<file path="config.mk">
export PLATFORM = sky130hd
export DESIGN_NAME = touch_event_gen
export DESIGN_NICKNAME = d
export VERILOG_FILES = /design/src/rtl/touch_event_gen.sv
export SDC_FILE = /design/constraint.sdc
export NUM_CORES = 1
export LEC_CHECK = 0
export CAP_MARGIN = 40
export CORE_UTILIZATION = 51
export DETAILED_ROUTE_END_ITERATION = 10
export PLACE_DENSITY_LB_ADDON = 0.08
export SLEW_MARGIN = 20
export SYNTH_ARGS = -nofsm -noshare
export SYNTH_HDL_FRONTEND = slang
export SYNTH_SLANG_ARGS = --single-unit
</file>
<file path="constraint.sdc">
create_clock -name clk -period 2.35 [get_ports clk]
set_input_delay 0.3525 -clock clk [delete_from_list [all_inputs] [get_ports clk]]
set_output_delay 0.3525 -clock clk [all_outputs]
set_load 0.02 [all_outputs]
</file>
<file path="src/rtl/touch_event_gen.sv">
// Touch event generator: turns one-hot direction requests into timed press/release coordinate pulses.
// Optional 4-entry request FIFO is compiled in with `define TOUCH_EVENT_FIFO_EN.
module touch_event_gen #(
    parameter int unsigned HOLD_CYCLES = 16,
    parameter int unsigned GAP_CYCLES  = 4
) (
    input  logic       clk,
    input  logic       reset,
    input  logic       req_valid,
    output logic       req_ready,
    input  logic [3:0] dir_req,
    input  logic       battle_en,
    output logic [7:0] x_hold,
    output logic [7:0] y_hold,
    output logic       touch_valid,
    output logic       req_err,
    output logic [1:0] dbg_state_o
);
    localparam logic [7:0] HOLD_LD = 8'(HOLD_CYCLES);
    localparam logic [7:0] GAP_LD  = 8'(GAP_CYCLES);

    typedef enum logic [1:0] {
        IDLE    = 2'd0,
        PRESS   = 2'd1,
        RELEASE = 2'd2
    } state_t;

    state_t     state_q, state_d;
    logic [7:0] cnt_q, cnt_d;
    logic [7:0] x_q, x_d, y_q, y_d;
    logic       tv_q, tv_d, err_q, err_d;

    // Handshake: a request transfers on any rising clk edge where req_valid && req_ready.
    logic       deq_valid, deq;
    logic [3:0] deq_dir;
    logic       deq_battle;

    assign deq = (state_q == IDLE) && deq_valid;

`ifdef TOUCH_EVENT_FIFO_EN
    logic [4:0] fifo_q [4];
    logic [1:0] wr_ptr_q, rd_ptr_q;
    logic [2:0] count_q;
    logic       enq;

    assign deq_valid              = (count_q != 3'd0);
    assign {deq_dir, deq_battle}  = fifo_q[rd_ptr_q];
    // When full, a same-cycle dequeue frees the slot being written.
    assign req_ready              = !reset && ((count_q != 3'd4) || deq);
    assign enq                    = req_valid && req_ready;

    always_ff @(posedge clk) begin
        if (enq) begin
            fifo_q[wr_ptr_q] <= {dir_req, battle_en};
        end
    end

    always_ff @(posedge clk) begin
        if (reset) begin
            wr_ptr_q <= 2'd0;
            rd_ptr_q <= 2'd0;
            count_q  <= 3'd0;
        end else begin
            if (enq) wr_ptr_q <= wr_ptr_q + 2'd1;
            if (deq) rd_ptr_q <= rd_ptr_q + 2'd1;
            count_q <= count_q + {2'b00, enq} - {2'b00, deq};
        end
    end
`else
    assign deq_valid  = req_valid;
    assign deq_dir    = dir_req;
    assign deq_battle = battle_en;
    assign req_ready  = !reset && (state_q == IDLE);
`endif

    logic       onehot, legal;
    logic [7:0] lx, ly;

    always_comb begin
        onehot = (deq_dir != 4'd0) && ((deq_dir & (deq_dir - 4'd1)) == 4'd0);
        legal  = onehot && !(deq_battle && (deq_dir[1] || deq_dir[0]));
        lx     = 8'd0;
        ly     = 8'd0;
        case (deq_dir)
            4'b1000: begin lx = deq_battle ? 8'd63 : 8'd105; ly = deq_battle ? 8'd7   : 8'd31;  end
            4'b0100: begin lx = deq_battle ? 8'd63 : 8'd105; ly = deq_battle ? 8'd180 : 8'd217; end
            4'b0001: begin lx = 8'd225; ly = 8'd113; end
            4'b0010: begin lx = 8'd44;  ly = 8'd113; end
            default: begin lx = 8'd0;   ly = 8'd0;   end
        endcase
    end

    always_comb begin
        state_d = state_q;
        cnt_d   = cnt_q;
        x_d     = x_q;
        y_d     = y_q;
        tv_d    = tv_q;
        err_d   = 1'b0;
        case (state_q)
            IDLE: begin
                if (deq) begin
                    if (legal) begin
                        state_d = PRESS;
                        cnt_d   = HOLD_LD;
                        x_d     = lx;
                        y_d     = ly;
                        tv_d    = 1'b1;
                    end else begin
                        err_d   = 1'b1;
                    end
                end
            end
            PRESS: begin
                if (cnt_q <= 8'd1) begin
                    state_d = RELEASE;
                    cnt_d   = GAP_LD;
                    x_d     = 8'd0;
                    y_d     = 8'd0;
                    tv_d    = 1'b0;
                end else begin
                    cnt_d   = cnt_q - 8'd1;
                end
            end
            RELEASE: begin
                if (cnt_q <= 8'd1) begin
                    state_d = IDLE;
                    cnt_d   = 8'd0;
                end else begin
                    cnt_d   = cnt_q - 8'd1;
                end
            end
            default: begin
                state_d = IDLE;
                cnt_d   = 8'd0;
            end
        endcase
    end

    always_ff @(posedge clk) begin
        if (reset) begin
            state_q <= IDLE;
            cnt_q   <= 8'd0;
            x_q     <= 8'd0;
            y_q     <= 8'd0;
            tv_q    <= 1'b0;
            err_q   <= 1'b0;
        end else begin
            state_q <= state_d;
            cnt_q   <= cnt_d;
            x_q     <= x_d;
            y_q     <= y_d;
            tv_q    <= tv_d;
            err_q   <= err_d;
        end
    end

    assign x_hold      = x_q;
    assign y_hold      = y_q;
    assign touch_valid = tv_q;
    assign req_err     = err_q;
    assign dbg_state_o = state_q;
endmodule

</file>
==> metrics.md <==
| Metric | Value |
|---|---|
| Global-route wire length before repair | 6147 um |
| Max Buffers Root-to-Sink | 2 |
| Post-CTS sizing | 0 |
| Die Ht | 55.51 um |
| Setup TNS | 0 ns |
| DRC | 0 |
| Slew @ Worst Pin | 0.4323 ns |
| Library cells used by synthesis | 50 |
| Die area | 3081 um2 |
| Via count | 1453 |
| Worst-path clk slew | 0.15 ns |
| Rows | 19 |
| Die Wd | 55.51 um |
| Fin crit share | 89.93% |
| Reg2Reg Setup Slack | 0.27 ns |
| Starting Density | 53.41% |
| Mapped Avg Cell Area | 8.296 um2 |
| Cts bufs inserted | 3 |
| Area Growth Syn to Fin | 26.56% |
| Core area | 2734 um2 |
| Clock Tree Root | clkbuf_4 |
| Async set-or-reset flop fraction in the synthesized netlist | 0% |
| Final worst slack | 0.2366 ns |
| Fillers | 234 |
| Maximum vdd drop | 379.7 uV |
| Port bufs | 28 |
| Mapped Nets | 186 |
| Largest net degree at the start of global routing | 18 |
| DP Worst Slack | 0.02708 ns |
| Most frequent cells in the layout | clkdlybuf4s50_1 (28), dfxtp_1 (27), nor2_1 (18) |
| Power Density | 517.5 nW/um2 |
| Worst skew pair latency | 0.33 ns |
| Yosys top cell area share | 37.02% |
| CTS tree | done |
| DP HPWL | 2702 um |
| GRT Total Usage | 24.69% |
| Required @ worst endpoint | 2.00 ns |
| Startpoint type of the worst setup path | flip-flop |
| Initial antenna violation count | 0 |
| GP Congestion | 0.8889 |
| Vias in the first global route | 1361 |
| CTS sink cnt | 27 |
| Slew headroom | 70.77% |
| Top post-synthesis cells by area | dfxtp_1 (37%), nor2_1 (4.6%), a22o_1 (4.2%) |
| Cts hold-fix bufs | 0 |
| GR Overflow Total | 0 |
| Fin. Hold Viols | 0 |
| Routed length per placed instance | 14.95 um |
| Status | finished, final reports clean |
| Post-synthesis cell count | 176 |
| RSZ-0062 raised after global routing | false |
| Post-CTS Setup Inserts | 0 |
| Worst Clk Skew | 0.007955 ns |
| Drt total wl | 3589 um |
| Drt first pass iters | 4 |
| Top FF cell, synth | dfxtp_1 |
| CP arrival | 1.76 ns |
| Seq/Total Area, Yosys | 37.02% |
| Syn Std Cell Area | 1460 um2 |
| Lkg Pwr | 0.7032 nW |
| H-tree levels | 1 |
| Layout cells sized above 1 | 11.00% |
| Tmin final | 2.113 ns |
| Synth area leader | dfxtp_1 |
| Post-route ant nets | 0 |
| Max Cap Viol | 0 |
| Pins Over Slew Limit | 0 |
| Hold/Removal Path Class | flip-flop to flip-flop |
| N_diodes | 0 |
| Fmax | 473.2 MHz |
| Worst Setup Path Type | flip-flop to output pin |
| IO Count | 29 |
| Final setup violation count | 0 |
| Critical path peak fanout | 9 |
| Drt initial violations | 56 |
| Yosys warnings | 0 |
| #FFs+latches synth | 27 |
| Commonest non-fill, non-tap cell in the layout | clkdlybuf4s50_1 |
| Post-synth EDFFs | 0 |
| Via density | 6.054 |
| Critical path capture point type | output pin |
| Total Nets Final | 220 |
## synthesized netlist by cell type (all sizes together) (2+ instances only)
| cell | instances |
|---|---|
| a21oi | 11 |
| nor4 | 2 |
| nand3b | 2 |
| ha | 2 |
| a22o | 7 |
| nand2b | 6 |
| o21ai | 10 |
| clkbuf | 8 |
| a32o | 2 |
| or4 | 2 |
| nand2 | 15 |
| a31oi | 2 |
| a21o | 3 |
| o31ai | 4 |
| nor3 | 9 |
| inv | 4 |
| a311oi | 3 |
| nor4b | 3 |
| dfxtp | 27 |
| nor2 | 18 |
| a211oi | 3 |
| nand3 | 3 |
| nor2b | 5 |
| buf | 5 |
| xnor2 | 2 |
## power by group
group	switching [mW]	total (mW)	internal [mW]
logic	0.141	0.256	0.115
registers	0.0189	0.497	0.478
clock network	0.139	0.203	0.0639
total	0.299	0.956	0.657
## cell families (layout without fill, tap and decap cells)
group | Yosys count | count (layout) | share of synthesized area, %
XOR/XNOR | 3 | 3 | 1.800
AND/OR/NAND/NOR | 70 | 70 | 26.56
flip-flops | 27 | 27 | 37.02
adder cells (fa/ha/maj) | 2 | 2 | 1.714
buffers and inverters | 17 | 50 | 5.398
AO/OA/AOI/OAI | 57 | 57 | 27.51
## state kept, by name, summed over array words and instances, names as in the netlist
signal and cells:
y_hold 8, x_hold 7, touch_valid 1, req_err 1
dbg_state_o 2, cnt_q 8
## metal layers
layer  track usage, %  wire length (um)
met3            3.044               202
met1            34.27              1659
met4            8.571                45
met5                0                 0
met2            39.59              1682
## path summary, 6_finish.rpt
kind                                      from   endpoint  cells after the start
worst max-delay path            dbg_state_o[0]  req_ready                      2
worst min-delay path                 y_hold[6]  y_hold[6]                      1
worst max register to register        cnt_q[0]  y_hold[7]                      7
worst min register to register       y_hold[6]  y_hold[6]                      1
## layout make-up
class	instances	area, um2	area share, %
clock inverters	1	5.005	0.2708
inverters	4	15.01	0.8125
flip-flops and latches	27	540.5	29.25
clock buffers	3	22.52	1.219
repair buffers	42	385.4	20.85
multi-input cells	132	840.8	45.50
well taps	31	38.79	2.099
## critical path, cell delays in order (launching register included)
cell             delay [ns]
dfxtp_1                0.43
nor3_1                 0.32
clkdlybuf4s50_1        0.68
## metrics by stage
stage	hold slack, ns	area (um2)	instances	utilization, %	power, mW
floorplan	0.4498	1460	176	-	0.6732
global placement	0.4395	1821	236	66.59	0.7537
detailed placement	0.4518	1821	236	66.59	0.7612
CTS	0.4853	1848	240	67.60	0.9569
global route	0.5101	1848	240	67.60	1.002
finish	0.4811	1848	240	67.60	0.9564
(Power assumes the default switching activity.)
